## config.mk

```make
export PLATFORM = sky130hd
export DESIGN_NAME = mpt_fetch_arbiter
export DESIGN_NICKNAME = d
export VERILOG_FILES = /design/src/rtl/mpt_fetch_arbiter.sv
export SDC_FILE = /design/constraint.sdc
export NUM_CORES = 1
export LEC_CHECK = 0
export BUFFER_PORTS_ARGS = -buffer_cell sky130_fd_sc_hd__buf_2
export CORE_AREA = 2 2 155 157
export CTS_CLUSTER_SIZE = 24
export DETAILED_ROUTE_END_ITERATION = 16
export DIE_AREA = 0 0 157 159
export PLACE_DENSITY_LB_ADDON = 0.05
export SLEW_MARGIN = 20
export SYNTH_ARGS = -nofsm -noshare
export SYNTH_HDL_FRONTEND = slang
export SYNTH_SLANG_ARGS = --single-unit
```

## constraint.sdc

```tcl
create_clock -name clk_i -period 8.75 [get_ports clk_i]
set_input_delay 0.875 -clock clk_i [delete_from_list [all_inputs] [get_ports clk_i]]
set_output_delay 0.875 -clock clk_i [all_outputs]
set_load 0.005 [all_outputs]
```

## src/rtl/mpt_fetch_arbiter.sv

```systemverilog
// rtl/mpt_fetch_arbiter.sv - round-robin MPT fetch arbiter with SPA format check and 2-entry output FIFO
// Optional per-channel saturating fault counters on err_cnt_o: define MPT_FETCH_ERR_CNT_EN.
module mpt_fetch_arbiter #(
    parameter int NUM_CH    = 4,
    parameter int SPA_WIDTH = 64,
    parameter int TAG_WIDTH = 8,
    parameter int CNT_WIDTH = 16
) (
    input  logic                          clk_i,
    input  logic                          rst_i,
    input  logic [NUM_CH-1:0]             ch_valid_i,
    output logic [NUM_CH-1:0]             ch_ready_o,
    input  logic [NUM_CH*4-1:0]           ch_mode_i,
    input  logic [NUM_CH*SPA_WIDTH-1:0]   ch_spa_i,
    input  logic [NUM_CH*TAG_WIDTH-1:0]   ch_tag_i,
    input  logic                          flush_i,
    output logic                          m_valid_o,
    input  logic                          m_ready_i,
    output logic [SPA_WIDTH-1:0]          m_spa_o,
    output logic [3:0]                    m_mode_o,
    output logic [TAG_WIDTH-1:0]          m_tag_o,
    output logic [$clog2(NUM_CH)-1:0]     m_ch_o,
    output logic                          m_walking_o,
    output logic [1:0]                    m_fault_o,
    output logic                          exc_valid_o,
    output logic [$clog2(NUM_CH)-1:0]     exc_ch_o,
    output logic [1:0]                    exc_cause_o
`ifdef MPT_FETCH_ERR_CNT_EN
    ,
    output logic [NUM_CH*CNT_WIDTH-1:0]   err_cnt_o
`endif
);
    localparam int CHW = $clog2(NUM_CH);

    typedef struct packed {
        logic [SPA_WIDTH-1:0] spa;
        logic [3:0]           mode;
        logic [TAG_WIDTH-1:0] tag;
        logic [CHW-1:0]       ch;
        logic                 walk;
        logic                 fault;
    } entry_t;

    logic [CHW-1:0]       rr_q;
    logic [CHW-1:0]       gidx;
    logic [CHW-1:0]       idx;
    logic                 any_valid;
    logic                 accept;
    logic                 pop;
    logic                 fault;
    logic [3:0]           g_mode;
    logic [SPA_WIDTH-1:0] g_spa;
    logic [1:0]           count_q;
    entry_t               ent_q [2];
    entry_t               new_ent;
    logic                 exc_valid_q;
    logic [CHW-1:0]       exc_ch_q;
    logic [1:0]           exc_cause_q;

    // Scan downward so the valid channel closest to rr_q is the last one written.
    always_comb begin
        any_valid = 1'b0;
        gidx      = '0;
        idx       = '0;
        for (int i = NUM_CH - 1; i >= 0; i--) begin
            idx = CHW'((int'(rr_q) + i) % NUM_CH);
            if (ch_valid_i[idx]) begin
                any_valid = 1'b1;
                gidx      = idx;
            end
        end
    end

    always_comb begin
        g_mode = ch_mode_i[gidx*4 +: 4];
        g_spa  = ch_spa_i[gidx*SPA_WIDTH +: SPA_WIDTH];
        case (g_mode)
            4'd1:    fault = |g_spa[63:43];
            4'd2:    fault = |g_spa[63:52];
            4'd3:    fault = 1'b0;
            default: fault = 1'b1;
        endcase
        new_ent.spa   = g_spa;
        new_ent.mode  = g_mode;
        new_ent.tag   = ch_tag_i[gidx*TAG_WIDTH +: TAG_WIDTH];
        new_ent.ch    = gidx;
        new_ent.walk  = !fault;
        new_ent.fault = fault;
        ch_ready_o = '0;
        if (any_valid && count_q != 2'd2 && !flush_i) begin
            ch_ready_o[gidx] = 1'b1;
        end
    end

    assign accept = |ch_ready_o;
    assign pop    = (count_q != 2'd0) && m_ready_i;

    always_ff @(posedge clk_i) begin
        if (rst_i) begin
            count_q     <= '0;
            rr_q        <= '0;
            ent_q[0]    <= '0;
            ent_q[1]    <= '0;
            exc_valid_q <= 1'b0;
            exc_ch_q    <= '0;
            exc_cause_q <= '0;
        end else begin
            exc_valid_q <= accept && fault;
            if (accept) begin
                rr_q <= (int'(gidx) == NUM_CH - 1) ? '0 : gidx + 1'b1;
            end
            if (accept && fault) begin
                exc_ch_q    <= gidx;
                exc_cause_q <= 2'd1;
            end
            if (flush_i) begin
                count_q <= '0;
            end else begin
                count_q <= count_q + {1'b0, accept} - {1'b0, pop};
                if (pop && count_q == 2'd2) begin
                    ent_q[0] <= ent_q[1];
                end
                // A full FIFO never accepts, so the shift above and a push never collide.
                if (accept) begin
                    if (count_q == 2'd0 || (pop && count_q == 2'd1)) begin
                        ent_q[0] <= new_ent;
                    end else begin
                        ent_q[1] <= new_ent;
                    end
                end
            end
        end
    end

    assign m_valid_o   = (count_q != 2'd0);
    assign m_spa_o     = ent_q[0].spa;
    assign m_mode_o    = ent_q[0].mode;
    assign m_tag_o     = ent_q[0].tag;
    assign m_ch_o      = ent_q[0].ch;
    assign m_walking_o = ent_q[0].walk;
    assign m_fault_o   = {1'b0, ent_q[0].fault};
    assign exc_valid_o = exc_valid_q;
    assign exc_ch_o    = exc_ch_q;
    assign exc_cause_o = exc_cause_q;

`ifdef MPT_FETCH_ERR_CNT_EN
    logic [CNT_WIDTH-1:0] cnt_q [NUM_CH];

    always_ff @(posedge clk_i) begin
        for (int k = 0; k < NUM_CH; k++) begin
            if (rst_i) begin
                cnt_q[k] <= '0;
            end else if (accept && fault && int'(gidx) == k && cnt_q[k] != '1) begin
                cnt_q[k] <= cnt_q[k] + 1'b1;
            end
        end
    end

    for (genvar k = 0; k < NUM_CH; k++) begin : g_cnt
        assign err_cnt_o[k*CNT_WIDTH +: CNT_WIDTH] = cnt_q[k];
    end
`endif
endmodule

```

==> results of run 1 <==
-- stage by stage --
stage                     area (um^2)  instances
after floorplan                  9983       1202
after global placement          11570       1768
after detailed placement        11570       1768
after CTS                       12130       1800
after global routing            12180       1802
final                           12180       1802
-- layout by cell type, fill, tap and decap left out, drive strengths merged, types with 2 or more instances in the layout --
master	count
a21oi	109
a22o	8
a22oi	7
a31oi	3
and2	8
buf	414
clkbuf	18
clkinv	3
clkinvlp	5
conb	2
dfxtp	8
edfxtp	160
ha	6
inv	11
mux2	9
mux2i	19
nand2	320
nand3	108
nand4	2
nor2	226
nor2b	14
nor3	2
nor4	2
xnor2	2
-- final cells by class --
type / instances / area (um^2)
flip-flops and latches: 168 / 4965
fillers: 2281 / 11010
multi-input cells: 863 / 4094
clock buffers: 18 / 429.2
clock inverters: 14 / 123.9
well taps: 319 / 399.1
repair buffers: 414 / 2147
inverters: 6 / 25.02
-- cell families (layout without fill, tap and decap cells) --
kind of cell | Yosys count | count (layout) | share of synthesized area [%]
other | 1 | 2 | 0.03758
xor gates and xnor gates | 2 | 2 | 0.1756
adders and majority gates | 6 | 6 | 0.7522
and+or+nand+nor | 688 | 688 | 28.34
AOI/OAI and AO/OA | 137 | 137 | 8.099
DFF | 168 | 168 | 49.75
buffers and inverters | 171 | 452 | 9.817
muxes | 28 | 28 | 3.034
-- path summary, 6_finish.rpt --
path	startpoint	endpoint	slack, ns
max	ch_valid_i[2]	ent_q[0][66]	4.02
min reg2reg	exc_cause_o[0]	exc_cause_o[0]	0.48
max reg2reg	rr_q[1]	ent_q[0][66]	4.26
min	exc_cause_o[0]	exc_cause_o[0]	0.48
-- power groups by stage --
stage	clock [W]	combinational [W]	sequential (W)
floorplan	0	0.000599	0.00102
global placement	0	0.000830	0.00102
detailed placement	0	0.000831	0.00102
CTS	0.000730	0.000834	0.00101
global route	0.000760	0.000928	0.00101
finish	0.000718	0.000823	0.00101
-- sequential cells by signal (all words and copies together) (netlist names) --
register	flops
exc_cause_o	1
rr_q	2
count_q	2
exc_valid_o	1
exc_ch_o	2
ent_q	160
-- synth_stat cells, types with 5 or more instances --
cell and number:
a21oi_1 109, a22o_1 8, a22oi_1 7, and2_1 8, buf_1 11, buf_2 12
buf_4 82, clkbuf_1 58, dfxtp_1 8, edfxtp_1 160, ha_1 6, inv_1 5
mux2_2 6, mux2i_1 19, nand2_1 319, nand3_1 108, nor2_1 226, nor2b_1 14
-- layer usage --
| layer | part of all wire [%] | vias to the layer above | global-route usage, % |
|---|---|---|---|
| met1 | 42 | 4056 | 28.36 |
| met4 | 2.2 | 0 | 7.214 |
| met5 | 0 | - | 0 |
| met2 | 50 | 279 | 38.18 |
| met3 | 6.1 | 39 | 4.736 |
| li1 | - | 4479 | - |
==> metrics.cfg, run 1 <==
[final_layout]
nNetsFinal=1788
antenna_cells=0
layout-drive-gt1-share_pct=31.36
fin_util_pct=52.53
area_delta_synth_final_pct=22.08

[setup_path]
critPathLaunchType=input pin
slowest_stage=o41a_1
critical_path_class=input pin to flip-flop
r2r_cells=12
worstPathCellList=buf_2 -> nor2b_1 -> a21boi_0 -> o32ai_4 -> buf_4 -> inv_2 -> ha_1 -> o41a_1 -> nand3_4 -> buf_16 -> buf_4 -> nor2_1 -> a21oi_1 -> nor2_1
crit_buf_inv=5
required_ns=8.90
worst-path-max-fanout=67
slowest_delay_ns=0.55
cp.depth=14
worstPathArrival_ns=4.88
worstSetupEndpointType=flip-flop
cp_top_family=buffers and inverters

[power]
power_frac_clock_pct=28.2
net-switching-power_w=0.0008800
p_per_area_nw_per_um2=209.0
power_frac_comb_pct=32.3
p_seq_share_pct=39.5
peakVddDrop_v=0.00009905
p_leak_nw=5.726
power.total_w=0.002546
switching_share_pct=34.56
intPower_w=0.001666

[sta]
final_min_period_over_clock_period_pct=54.07
setup_viol=0
fmax_mhz=211.4
relSlewSlack_pct=48.26
worst_slew_pin_slew_ns=0.7750
finClkSkew_ns=0.009923
rsz0062_at_grt=false
setup_tns_ns=0
post-route-min-period_ns=4.731
slew_viol_final=0
fin_ws_ns=4.019
final_hold_viol_count=0
whs_ns=0.4804

[floorplanning]
fp.dieW_um=157
die-area_um2=24960
rows=56
start_util_pct=43.03
io_pins=403
die_h_um=159
core_area_um2=23190

[clock_network]
clkSinkCount=168
htreeDepth=4
cts.path.max_buffers=2
cts-buffers-inserted=17
clk_latency_ns=0.42
cts_hold_buf=0
tritoncts=yes
clk_pin_slew_worst_paths_ns=0.07
post_cts_buffers=0
cts_root_buf=clkbuf_16
post_cts_resize_count=0

[route]
vias_per_cell=4.913
drc=0
ant_nets=0
vias=8853
avgRoutedWirePerCell_um=15.73
first_pass_iters=4
drtIter0Drc=598
routed_wl_mm=28.34

[logic_synthesis]
synth-seq-cells=168
synth_cell_type_count=46
syn_inst=1201
yosys_warnings=0
ys.flop_type=edfxtp_1
async_flop_share_pct=0
synth-edff-count=160
synth.area.top_cells=edfxtp_1 48%, nand2_1 12%, nor2_1 8.5%, buf_4 6.2%, a21oi_1 5.5%
synth_top_cell_by_area=edfxtp_1
synth_area_um2=9980
synth_top_area_share_pct=48.14
yosysSeqAreaShare_pct=49.75
syn_avg_cell_area_um2=8.309

[placement]
dpl.hpwl_mm=19.89
gp_congestion=0.8042
pre_cts_ws_ns=3.274
portBuffers=400

[run_status]
status=completed

[grt]
grt_start_max_net_pins=99
overflow=0
grt_pass1_vias=8390
grt_pass1_wl_mm=44.05
grtUsageTotal_pct=22.42
antenna_found_initial=0

[worst_hold_path]
worstHoldPathType=flip-flop to flip-flop
hold_path_depth=1

[flow_run]
max_cap_violations=0

Power figures use the tool's default switching activity.
==> run 2, diff against run 1 <==
Settings changed: CORE_AREA 2 2 155 157 to 2 2 157 159, DIE_AREA 0 0 157 159 to 0 0 159 161.
Clock period 8.75 ns to 4 ns, I/O delays scaled along.
==> metrics.cfg, run 2 (same netlist as run 1, synthesis figures left out) <==
[run_status]
status=completed

[grt]
antenna_found_initial=1
grt_start_max_net_pins=137
overflow=0
grtUsageTotal_pct=21.43
grt_pass1_vias=8230
grt_pass1_wl_mm=43.70

[placement]
dpl.hpwl_mm=19.68
gp_congestion=0.8029
placed_area_um2=11690
portBuffers=400
pre_cts_ws_ns=0.4044

[floorplanning]
core_area_um2=23960
die-area_um2=25600
die_h_um=161
fp.dieW_um=159
rows=57
start_util_pct=41.65
io_pins=403

[setup_path]
worst-path-max-fanout=76
critPathLaunchType=flip-flop
r2r_slack_ns=0.62
worstSetupEndpointType=flip-flop
worstPathArrival_ns=3.53
critical_path_class=flip-flop to flip-flop
required_ns=4.15

[power]
p_leak_nw=5.755
power.total_w=0.005576
peakVddDrop_v=0.0002395
p_per_area_nw_per_um2=454.3

[sta]
post-route-min-period_ns=3.377
final_min_period_over_clock_period_pct=84.42
finClkSkew_ns=0.009288
relSlewSlack_pct=58.37
final_hold_viol_count=0
setup_viol=0
whs_ns=0.2781
rsz0062_at_grt=false
slew_viol_final=0
setup_tns_ns=0
fin_ws_ns=0.6231
worst_slew_pin_slew_ns=0.6245
fmax_mhz=296.1

[route]
vias_per_cell=4.861
drc=0
drtIter0Drc=462
routed_wl_mm=28.15
avgRoutedWirePerCell_um=15.57
first_pass_iters=5
ant_nets=0
vias=8789

[clock_network]
tritoncts=yes
clkSinkCount=168
cts_hold_buf=0
cts-buffers-inserted=17
htreeDepth=4
post_cts_buffers=0
clk_pin_slew_worst_paths_ns=0.07
cts_root_buf=clkbuf_16
post_cts_resize_count=0
cts.path.max_buffers=2
clk_latency_ns=0.42

[final_layout]
layout-drive-gt1-share_pct=31.42
nNetsFinal=1788
largest_reg_flops=160
area_delta_synth_final_pct=22.98
fin_area_um2=12270
layout_commonest_cell=buf_2
final_cell_mix=400 x buf_2, 318 x nand2_1, 226 x nor2_1, 160 x edfxtp_1, 109 x a21oi_1
max_flop_register=ent_q

[worst_hold_path]
worstHoldPathType=input pin to flip-flop

[flow_run]
max_cap_violations=0

==> run 2: changes by cell type in the layout (fill, tap and decap cells not counted), moves of 2 or more <==
cell | previous run | this run
buf_12 | 0 | 6
buf_4 | 12 | 7
clkinv_4 | 0 | 4
clkinvlp_4 | 5 | 3
ha_1 | 6 | 4
ha_4 | 0 | 2
inv_6 | 5 | 3
==> run 2: worst max-delay path: stages, from the launching register on <==
cell      delay (ns)
dfxtp_1         0.45
a21boi_0        0.20
o32ai_4         0.45
inv_2           0.13
ha_1            0.23
o41a_1          0.61
inv_1           0.19
nand2_1         0.10
nand2_4         0.26
buf_12          0.34
nor2_1          0.09
==> run 2: path summary, 6_finish.rpt <==
path         cells past startpoint     from     endpoint
max                             10  rr_q[1]  ent_q[0][7]
max reg2reg                     10  rr_q[1]  ent_q[0][7]
min reg2reg                      2  rr_q[0]      rr_q[0]
min                              2  flush_i   count_q[1]
==> run 2: where the power goes <==
group          switching (W)  internal (W)
sequential         0.0000547       0.00215
clock               0.000703      0.000861
combinational        0.00115      0.000657
total                0.00191       0.00366
==> run 2: layout make-up <==
class,instances,area (um^2)
diodes,1,2.502
clock buffers,18,429.2
clock inverters,14,125.1
fillers,2412,11690
inverters,6,25.02
multi-input cells,863,4119
flip-flops and latches,168,4965
well taps,324,405.4
repair buffers,414,2202
==> run 2: metal layers <==
metal,global-route usage (%),part of all wire (%),vias to the layer above
li1,-,-,4484
met1,26.94,43,4015
met2,37.39,51,262
met3,4.340,5.3,28
met4,6.529,1.5,0
met5,0,0,-
==> run 2: stage by stage <==
| step | std cells | utilization [%] |
|---|---|---|
| finish | 1808 | 51.22 |
| global route | 1808 | 51.22 |
| global placement | 1774 | 48.78 |
| detailed placement | 1774 | 48.78 |
| CTS | 1806 | 51.09 |
| floorplan | 1202 | - |
==> run 3, diff against run 2 <==
Clock period 4 ns to 2.9 ns, I/O delays scaled along.
==> metrics.cfg, run 3 (same netlist as run 1, synthesis figures left out) <==
[route]
drc=0
drtIter0Drc=462
vias_per_cell=4.873
avgRoutedWirePerCell_um=16.10
vias=9332
routed_wl_mm=30.84
first_pass_iters=5
ant_nets=0

[floorplanning]
die-area_um2=25600
rows=57
io_pins=403
core_area_um2=23960
start_util_pct=41.65
die_h_um=161
fp.dieW_um=159

[final_layout]
fin_util_pct=56.66
nNetsFinal=1892
largest_reg_flops=160
max_flop_register=ent_q
final_cell_mix=400 x buf_2, 317 x nand2_1, 226 x nor2_1, 160 x edfxtp_1, 107 x nand3_1
area_delta_synth_final_pct=36.06
fillers=2274
fin_cells=1915
layout-drive-gt1-share_pct=37.11
layout_commonest_cell=buf_2
seqCellArea_um2=4967
multi_input_area_um2=4248

[placement]
dp_cells=1860
pre_cts_ws_ns=-0.2500
dpl.hpwl_mm=21.84
gp_congestion=0.8740
portBuffers=400

[power]
peakVddDrop_v=0.0002995
p_per_area_nw_per_um2=621.1
p_leak_nw=6.442

[setup_path]
timing.rr.end=exc_ch_o[0]
cp_top_family=compound AO/OA/AOI/OAI gates
r2r_slack_ns=0.06
required_ns=3.21
worstPathArrival_ns=3.15
critPathLaunchType=flip-flop
worstPathCellList=nor2b_1 -> or4b_4 -> nand2_4 -> buf_6 -> a21oi_1 -> a22o_1 -> and2_1 -> a41o_1 -> a31oi_4 -> mux2_4
r2r_cells=10
worst-path-max-fanout=27
critical_path_class=flip-flop to flip-flop
slowest_stage=or4b_4
r2r-start=rr_q[0]
crit_buf_inv=1
slowest_delay_ns=0.50
worstSetupEndpointType=flip-flop

[clock_network]
cts-buffers-inserted=17
tritoncts=yes
clk_latency_ns=0.43
cts_root_buf=clkbuf_16
clk_pin_slew_worst_paths_ns=0.06
htreeDepth=4
cts.path.max_buffers=2
clkSinkCount=168

[worst_hold_path]
hold_end=count_q[1]
hold_path_depth=2
worstHoldPathType=input pin to flip-flop
min-delay-start=flush_i

[grt]
antenna_found_initial=4
grt_pass1_vias=8694
overflow=0
grt_pass1_wl_mm=44.61
grt_start_max_net_pins=94
grtUsageTotal_pct=21.88

[sta]
setup_tns_ns=0
setup_viol=0
worst_slew_pin_slew_ns=0.9880
relSlewSlack_pct=33.89
whs_ns=0.1697
final_hold_viol_count=0
slew_viol_final=0
post-route-min-period_ns=2.842
fin_ws_ns=0.05804
fmax_mhz=351.9
rsz0062_at_grt=true
finClkSkew_ns=0.01254
final_min_period_over_clock_period_pct=98.00

[flow_run]
max_cap_violations=0

[run_status]
status=completed

run 3: changes by cell type in the layout (fill, tap and decap cells not counted), moves of 3 or more:
cell | before | now
buf_4 | 7 | 75
a21oi_2 | 0 | 3
buf_12 | 6 | 18
diode_2 | 1 | 4
clkbuf_16 | 17 | 24
buf_6 | 0 | 13
inv_6 | 3 | 6
a21oi_1 | 109 | 106
run 3: what timing repair did:
item                                    CTS  global route
pin swaps                                 3             7
gates cloned                              0            11
gates resized for setup                   8            39
setup buffers                             0             8
endpoints found under the setup margin   91           194
hold buffers                              0             0
run 3: worst max-delay path by stage:
stage,start,end,slack [ns],depth (start not counted)
finish,rr_q[0],exc_ch_o[0],0.06,10
global route,rr_q[0],exc_ch_o[1],-0.05,11
CTS,rr_q[0],exc_ch_o[1],0.02,12
detailed placement,ch_valid_i[0],exc_ch_o[1],-0.25,11
global placement,ch_valid_i[0],exc_ch_o[0],-0.24,11
floorplan,ch_valid_i[0],ent_q[0][0],-1.06,15
run 3: report_power, final:
group          total (W)  internal (W)  switching (W)
clock            0.00229       0.00129        0.00100
combinational    0.00310       0.00135        0.00175
sequential       0.00303       0.00296      0.0000747
run 3: final cells by class:
| class | count | area share [%] |
|---|---|---|
| Sequential cell | 168 | 36.58 |
| Multi-Input combinational cell | 864 | 31.28 |
| Timing Repair Buffer | 517 | 24.54 |
| Clock buffer | 17 | 3.133 |
| Tap cell | 324 | 2.986 |
| Clock inverter | 15 | 1.216 |
| Inverter | 6 | 0.1843 |
| Antenna cell | 4 | 0.07372 |
run 3: through the flow:
step	area, um^2	power [W]
floorplan	10140	0.004956
global placement	12470	0.005949
detailed placement	12470	0.005972
CTS	13090	0.008287
global route	13580	0.008905
finish	13580	0.008433
run 3: metal layers:
layer	global-route usage [%]	vias up	wire, um
li1	-	4696	-
met1	26.21	4255	12450
met2	38.32	322	15640
met3	4.828	57	1871
met4	8.967	2	860
met5	0	-	13
